$ cat src/rtl/cpu_pkg.sv
// Shared core definitions: data width, write-back source encodings, load funct3
// codes and the MEM/WB stage register layout.
package cpu_pkg;

   localparam int unsigned XLEN = 32;

   // Write-back source select
   localparam logic [1:0] WB_ALU = 2'b00;
   localparam logic [1:0] WB_MEM = 2'b01;
   localparam logic [1:0] WB_PC4 = 2'b10;
   localparam logic [1:0] WB_IMM = 2'b11;

   // Load funct3 codes
   localparam logic [2:0] LD_B  = 3'b000;
   localparam logic [2:0] LD_H  = 3'b001;
   localparam logic [2:0] LD_W  = 3'b010;
   localparam logic [2:0] LD_BU = 3'b100;
   localparam logic [2:0] LD_HU = 3'b101;

   typedef struct packed {
      logic            valid;
      logic            wr_en;
      logic [4:0]      rd;
      logic [1:0]      wb_sel;
      logic [XLEN-1:0] alu_res;
      logic [XLEN-1:0] mem_rdata;
      logic [XLEN-1:0] pc;
      logic [XLEN-1:0] imm;
      logic [2:0]      ld_funct3;
   } mem_wb_t;

endpackage

$ cat src/rtl/load_ext.sv
// Load alignment and extension (purely combinational).
// Ports:
//   raw_i    - raw 32-bit word from data memory
//   addr_i   - low address bits; byte lane = addr_i, half lane = addr_i[1]
//   funct3_i - load type (LB/LH/LW/LBU/LHU; unknown codes return the full word)
//   data_o   - aligned, extended load data
module load_ext
   import cpu_pkg::*;
(
   input  logic [XLEN-1:0] raw_i,
   input  logic [1:0]      addr_i,
   input  logic [2:0]      funct3_i,
   output logic [XLEN-1:0] data_o
);

   logic [7:0]  byte_sel;
   logic [15:0] half_sel;

   always_comb begin
      byte_sel = raw_i[7:0];
      unique case (addr_i)
         2'd0: byte_sel = raw_i[7:0];
         2'd1: byte_sel = raw_i[15:8];
         2'd2: byte_sel = raw_i[23:16];
         2'd3: byte_sel = raw_i[31:24];
         default: byte_sel = raw_i[7:0];
      endcase
      // Halfword alignment ignores address bit 0
      half_sel = addr_i[1] ? raw_i[31:16] : raw_i[15:0];
   end

   always_comb begin
      data_o = raw_i;
      case (funct3_i)
         LD_B:    data_o = {{24{byte_sel[7]}}, byte_sel};
         LD_BU:   data_o = {24'd0, byte_sel};
         LD_H:    data_o = {{16{half_sel[15]}}, half_sel};
         LD_HU:   data_o = {16'd0, half_sel};
         default: data_o = raw_i;
      endcase
   end

endmodule

$ cat src/rtl/mem_wb_stage.sv
// MEM/WB pipeline register and write-back unit. Latches memory-stage results,
// extends load data, selects the write-back value and drives the register file
// write port plus an identical forwarding copy. All outputs come from registered
// state only.
// Ports:
//   clk_i, rst_i (synchronous, active-high)
//   stall_i / flush_i       - hold stage / replace incoming entry with a bubble
//   valid_i .. ld_funct3_i  - MEM-stage entry fields
//   rf_we_o/rf_wr_o/rf_wd_o - register file write port
//   wb_valid_o              - stage holds a valid entry
//   fwd_we_o/fwd_rd_o/fwd_data_o - forwarding copy of the RF write
//   retire_cnt_o            - 64-bit retired count, only with MEM_WB_RETIRE_CNT_EN
module mem_wb_stage
   import cpu_pkg::*;
(
   input  logic            clk_i,
   input  logic            rst_i,
   input  logic            stall_i,
   input  logic            flush_i,
   input  logic            valid_i,
   input  logic            wr_en_i,
   input  logic [4:0]      rd_i,
   input  logic [1:0]      wb_sel_i,
   input  logic [XLEN-1:0] alu_res_i,
   input  logic [XLEN-1:0] mem_rdata_i,
   input  logic [XLEN-1:0] pc_i,
   input  logic [XLEN-1:0] imm_i,
   input  logic [2:0]      ld_funct3_i,
   output logic            rf_we_o,
   output logic [4:0]      rf_wr_o,
   output logic [XLEN-1:0] rf_wd_o,
   output logic            wb_valid_o,
   output logic            fwd_we_o,
   output logic [4:0]      fwd_rd_o,
   output logic [XLEN-1:0] fwd_data_o
`ifdef MEM_WB_RETIRE_CNT_EN
   ,
   output logic [63:0]     retire_cnt_o
`endif
);

   mem_wb_t         stage_q, stage_d;
   logic [XLEN-1:0] ld_data;
   logic [XLEN-1:0] wd;
   logic            we;

   always_comb begin
      stage_d = stage_q;
      if (flush_i) begin
         // Flush beats stall: the held entry is turned into a bubble
         stage_d.valid = 1'b0;
         stage_d.wr_en = 1'b0;
      end else if (!stall_i) begin
         stage_d.valid     = valid_i;
         stage_d.wr_en     = wr_en_i;
         stage_d.rd        = rd_i;
         stage_d.wb_sel    = wb_sel_i;
         stage_d.alu_res   = alu_res_i;
         stage_d.mem_rdata = mem_rdata_i;
         stage_d.pc        = pc_i;
         stage_d.imm       = imm_i;
         stage_d.ld_funct3 = ld_funct3_i;
      end
   end

   always_ff @(posedge clk_i) begin
      if (rst_i) stage_q <= '0;
      else       stage_q <= stage_d;
   end

   load_ext u_load_ext (
      .raw_i    (stage_q.mem_rdata),
      .addr_i   (stage_q.alu_res[1:0]),
      .funct3_i (stage_q.ld_funct3),
      .data_o   (ld_data)
   );

   always_comb begin
      wd = stage_q.alu_res;
      unique case (stage_q.wb_sel)
         WB_ALU:  wd = stage_q.alu_res;
         WB_MEM:  wd = ld_data;
         WB_PC4:  wd = stage_q.pc + 32'd4;
         WB_IMM:  wd = stage_q.imm;
         default: wd = stage_q.alu_res;
      endcase
   end

   // x0 writes are suppressed but the entry still counts as valid/retiring
   assign we = stage_q.valid & stage_q.wr_en & (stage_q.rd != 5'd0);

   assign rf_we_o    = we;
   assign rf_wr_o    = stage_q.rd;
   assign rf_wd_o    = wd;
   assign wb_valid_o = stage_q.valid;
   assign fwd_we_o   = we;
   assign fwd_rd_o   = stage_q.rd;
   assign fwd_data_o = wd;

`ifdef MEM_WB_RETIRE_CNT_EN
   logic [63:0] retire_cnt_q, retire_cnt_d;

   // An entry retires once, on the edge where it leaves the stage
   always_comb begin
      retire_cnt_d = retire_cnt_q;
      if (stage_q.valid && !stall_i) retire_cnt_d = retire_cnt_q + 64'd1;
   end

   always_ff @(posedge clk_i) begin
      if (rst_i) retire_cnt_q <= '0;
      else       retire_cnt_q <= retire_cnt_d;
   end

   assign retire_cnt_o = retire_cnt_q;
`endif

endmodule

$ cat config.mk
export PLATFORM = sky130hd
export DESIGN_NAME = mem_wb_stage
export DESIGN_NICKNAME = d
export VERILOG_FILES = /design/src/rtl/cpu_pkg.sv /design/src/rtl/load_ext.sv /design/src/rtl/mem_wb_stage.sv
export SDC_FILE = /design/constraint.sdc
export NUM_CORES = 1
export LEC_CHECK = 0
export CAP_MARGIN = 20
export CORE_MARGIN = 2
export CORE_UTILIZATION = 26
export CTS_BUF_LIST = sky130_fd_sc_hd__clkbuf_4 sky130_fd_sc_hd__clkbuf_8
export CTS_CLUSTER_DIAMETER = 60
export CTS_CLUSTER_SIZE = 14
export DETAILED_ROUTE_END_ITERATION = 8
export GPL_TIMING_DRIVEN = 0
export PLACE_DENSITY = 0.48
export SYNTH_ARGS = -nofsm -noshare
export SYNTH_HDL_FRONTEND = slang
export SYNTH_HIERARCHICAL = 1
export SYNTH_SLANG_ARGS = --single-unit
export TNS_END_PERCENT = 1
$ cat constraint.sdc
create_clock -name clk_i -period 6.1 [get_ports clk_i]
set_clock_uncertainty 0.15 [all_clocks]
set_input_delay 0.61 -clock clk_i [delete_from_list [all_inputs] [get_ports clk_i]]
set_output_delay 0.61 -clock clk_i [all_outputs]
set_load 0.02 [all_outputs]
== After elaboration in Yosys (flattened, before gate mapping) ==
Cells that the tools add are included.
Operators by class
  add/sub/neg operators: 1
  eq/ne operators: 9
  mux-type cells: 4
  bitwise logic cells: 4
  reductions and logical operators: 6
Operators with widths (count)
  $pmux 32 s4: 2
  $add 32x3->32 const B: 1
  $pmux 8 s4: 1
  $mux 16: 1
  $eq 2x2->1 const B: 4
  $eq 3x3->1 const B: 2
  $reduce_bool 5->1: 1
  $eq 2x1->1 const B: 2
  $logic_not 2->1: 2
  $eq 3x1->1 const B: 1
  $logic_not 3->1: 1
  $and 1x1->1: 2
  $not 1->1: 2
  $reduce_and 2->1: 1
  $reduce_or 2->1: 1
Word-level totals
  register bits after elaboration: 140
  input bits: 144
  output and inout bits: 77
  logic and storage cells: 33

== Logic depth before layout (Yosys ltp) ==
  word-level depth: 4
  mapped depth: 11
  depth with buffers taken out: 9

== Modules after synthesis ==
The synthesis kept the hierarchy.
By module, submodules not included
  mem_wb_stage: instances 1, cells each 816, area an instance 6525.0 µm², seq. area each 2802.7 µm²
  load_ext: instances 1, cells each 111, area an instance 668.1 µm², seq. area each 0.0 µm²

== Worst setup path before layout ==
OpenSTA, ideal clock, no wires.
  kind: register to output
  from: reg stage_q[1] in the netlist's numbering
  to: out rf_wd_o[21]
  arrival: 2.352 ns
  required time: 5.340 ns
  path slack: 2.988 ns
  cell stages (with the launch flop): 11
  path buffers: 2
  cell sequence: dfxtp_1 -> clkbuf_1 -> or4_4 -> o22ai_4 -> a21o_1 -> nor2b_1 -> nor2_1 -> o22ai_1 -> a31o_2 -> a21oi_1 -> buf_4
On the way
  word-level cells in the longest chain between the ends: 3
  elaborated cells between the ends (all ways): 6
  those cells by class: eq/ne: 3; mux: 2; reduce/logical: 1
Ends and longest elaborated chain
  from (decl): line mem_wb_stage.sv:42  | mem_wb_t stage_q, stage_d;
  from (signal assigned): line mem_wb_stage.sv:68  | else stage_q <= stage_d;
  $eq 3x3->1, or another cell as far along: line load_ext.sv:34  | case (funct3_i)
  $pmux 32 s4 (*): line load_ext.sv:34
  net ld_data[21]: line mem_wb_stage.sv:43  | logic [XLEN-1:0] ld_data;
  $pmux 32 s4 (*): line mem_wb_stage.sv:80  | unique case (stage_q.wb_sel)
  to (decl): line mem_wb_stage.sv:31  | output logic [XLEN-1:0] rf_wd_o,
Mark *: on every way through the listed nets, which the timed path passes. The rest lies on a longest branch.

== Worst setup path after layout ==
Same ends and word-level chain as after synthesis.

==> impl_summary.txt <==
----------------------------------------------------
[Status]
  Status ... finished clean

[GRT]
  Remaining global-route overflow ... 0
  Number of global-route vias before repair ... 6748
  All-layer global routing usage ... 0.184
  Pin count of the biggest net entering global routing ... 17
  Wire length of the first global-routing pass ... 39.8 mm
  Number of antenna violations at the first check in global routing ... 0

[Clock tree]
  Post-CTS clock slew at the launch and capture registers of the worst setup and hold paths ... 80 ps
  Hold Buf Count CTS ... 0
  Clock latency of the later-clocked register in the worst-skew pair ... 450 ps
  Bufs on Longest Clock Path ... 2
  Clock sink count ... 140
  TritonCTS buffer count ... 17
  Cell chosen for the clock root ... sky130_fd_sc_hd__clkbuf_8
  CTS tree ... done
  Number of H-tree levels ... 4
  Post-cts sizing count ... 0
  Number of setup buffers added after CTS ... 0

[Routing]
  Routed length on met2 ... 12.6 mm
  Via count of the routed design ... 7007
  Wire per inst ... 17.8 um
  Total wire length ... 27.0 mm
  First-pass iteration count of the detailed router ... 5
  Post-route ant nets ... 0
  Highest routed layer ... met4
  Met3 routed wirelength ... 1.32 mm
  1st-iter DRT viols ... 503
  Number of vias per cell after detailed routing ... 4.61
  Routed length on met1 ... 12.8 mm
  Number of design rule violations left after detail routing ... 0

[Floorplanning]
  Core Box Area ... 27000 sq um
  Starting density of the core ... 0.266
  Number of placement rows ... 60
  I/O pin total ... 221
  Die height ... 170 um
  Die Area ... 29000 sq um
  X dimension of the die ... 170 um

[Cells and area]
  Fraction of final layout cells with drive strength greater than 1 ... 0.104
  Most frequent standard cell in the layout excluding fill and tap cells ... sky130_fd_sc_hd__nand2_1
  Fill count ... 2886
  Ant. Diodes ... 0
  Multi-input combinational cell area ... 3770 sq um
  Storage cell area ... 2800 sq um
  Area grow syn2layout ... 42.3%
  Most frequent cells in the layout ... sky130_fd_sc_hd__nand2_1, sky130_fd_sc_hd__clkdlybuf4s50_1, sky130_fd_sc_hd__a21oi_1
  Final nets ... 1310

[Critical path]
  Data arrival at the endpoint of the critical path ... 3600 ps
  Largest fanout of any net on the critical path ... 10
  Type of destination of the critical path ... output pin
  Reg2Reg Capture Point ... stage_q[132]
  Required arrival time at the worst endpoint ... 5340 ps
  Setup crit start ... stage_q[1]
  Worst Reg2Reg Path Length in Cells ... 4
  Type of origin of the critical path ... flop
  Classification of the worst setup path ... flop to output pin
  R2R Setup Slk ... 4070 ps
  Reg-to-reg critical path startpoint ... stage_q[132]

[Timing]
  Max Clk Rate ... 0.230 GHz
  Minimum clock period after layout ... 4360 ps
  Max transition margin ... 0.269
  Unrepaired setup endpoints after global routing ... no
  Hold Fails Final Rpt ... 0
  Hold Worst Slack ... 305 ps
  Fraction of the cycle the final worst path needs ... 0.714
  Slew at the pin closest to its max-slew limit ... 1100 ps
  Setup violators final ... 0
  Total count of max-transition violations in the final report ... 0
  Sum of negative setup slack ... 0 ps

[Logic synthesis]
  Top area cells in the synthesized netlist ... sky130_fd_sc_hd__dfxtp_1, sky130_fd_sc_hd__nand2_1, sky130_fd_sc_hd__a21oi_1, sky130_fd_sc_hd__mux4_2, sky130_fd_sc_hd__buf_4
  Number of synthesis warnings ... 6
  Synthesized area ... 7190 sq um
  Sequential-to-total area share from yosys stat ... 0.390
  Register bit count reported by yosys ... 140
  Top cell type by total area after synthesis ... sky130_fd_sc_hd__dfxtp_1
  Post-Synthesis Cells ... 927
  Async S/R FF share, synth ... 0
  Primary FF master, synth ... sky130_fd_sc_hd__dfxtp_1
  Number of enable flip-flop cells after synthesis ... 0
  Number of distinct library cells after synthesis ... 55
  Syn avg cell area ... 7.76 sq um
  Top cell type's share of synthesized area ... 0.390
  Post-Syn Nets ... 1072

[Placement]
  Post-detail-place hpwl ... 20.5 mm
  Number of port buffers ... 219
  Weighted congestion at the end of routability-driven global placement ... 0.862

[Power and ir drop]
  Power share of the combinational group ... 0.203
  Sw power ... 0.653 mW
  Switching power share of the total ... 0.287
  Share of power burned in the clock network ... 0.360
  Maximum resistive drop on vdd ... 0.0847 mV
  Leak Pwr ... 3.84 nW
  Areal power density over the cells ... 222 nW/um^2
  Relative contribution of sequential cells to total power ... 0.437
  Internal power of the cells ... 1.62 mW

[Min path]
  Worst Hold Class ... flop to flop
  Hold path cells ... 2
  Beginning of the worst hold path ... stage_q[130]
  Destination of the worst hold path ... stage_q[130]

[Run]
  Max-cap viol count ... 0

----------------------------------------------------
[cells by family after synthesis]
| family | after synthesis | share of synthesized area |
|---|---|---|
| compound gates | 215 | 0.172 |
| xor+xnor | 26 | 0.0317 |
| fa+ha+maj | 1 | 0.00174 |
| buf+inv | 117 | 0.0861 |
| flops | 140 | 0.390 |
| mux | 34 | 0.0842 |
| simple gates | 394 | 0.234 |
[registers in the layout, summed over array words and instances, names as in the netlist]
name / flops
stage_q: 134
wb_valid_o: 1
fwd_rd_o: 5
[routing by layer]
metal / global-route usage / vias to the layer above
met5: 0 / -
met4: 0.0427 / 0
met3: 0.0337 / 23
met2: 0.300 / 198
met1: 0.253 / 3226
li1: - / 3560
[per-stage QoR]
step                setup slack (ps)   util  power [mW]  std cells  cell area [sq um]
floorplan                       2990      -        1.23        927               7190
global placement                2260  0.363        1.48       1487               9810
detailed placement              2250  0.363        1.48       1487               9810
CTS                             1730  0.379        2.30       1519              10200
global route                    1520  0.379        2.38       1519              10200
finish                          1740  0.379        2.27       1519              10200
[worst max-delay path, cell delays in order (launching register included)]
cell	delay, ps
sky130_fd_sc_hd__dfxtp_1	320
sky130_fd_sc_hd__clkbuf_1	240
sky130_fd_sc_hd__or4_4	590
sky130_fd_sc_hd__o22ai_4	290
sky130_fd_sc_hd__a21o_1	160
sky130_fd_sc_hd__nor2b_1	70
sky130_fd_sc_hd__nor2_1	110
sky130_fd_sc_hd__o22ai_1	100
sky130_fd_sc_hd__a31o_2	260
sky130_fd_sc_hd__a21oi_1	260
sky130_fd_sc_hd__buf_4	160
sky130_fd_sc_hd__clkdlybuf4s50_1	590
[cell usage after synthesis (all sizes together), types with 4 or more instances]
cell and n:
clkbuf 54, o22ai 11, nor2 13, a21oi 151, buf 56, dfxtp 140, and3 6, xor2 11
o21ai 11, a221o 8, nor3 11, a21o 17, mux4 20, xnor2 15, nand2 323, mux2i 5
nor2b 8, nand3 8, nand2b 8, inv 7, a22oi 7, mux2 9, and4 4
[layout make-up]
class                   instances  area share
clock buffers                  19      0.0255
clock inverters                13      0.0161
flip-flops and latches        140       0.274
repair buffers                219       0.214
inverters                       7     0.00257
multi-input cells             670       0.368
plain buffers                 110      0.0579
well taps                     341      0.0417
[power by group through the flow]
stage                     Sequential, mW  Clock [mW]  Combinational, mW
after floorplan                     1.00           0              0.235
after global placement              1.01           0              0.462
after detailed placement            1.01           0              0.464
after CTS                          0.993       0.837              0.466
after global routing                1.00       0.879              0.497
final                              0.993       0.819              0.463
[worst max-delay path by stage]
stage                        endpoint  slack (ps)  cells after the start
after floorplan           rf_wd_o[21]        2990                     10
after global placement    rf_wd_o[12]        2260                      9
after global routing      rf_wd_o[21]        1520                     11
after detailed placement  rf_wd_o[12]        2250                      9
after CTS                 rf_wd_o[12]        1730                      9
final                     rf_wd_o[21]        1740                     11
(Power assumes the default switching activity.)
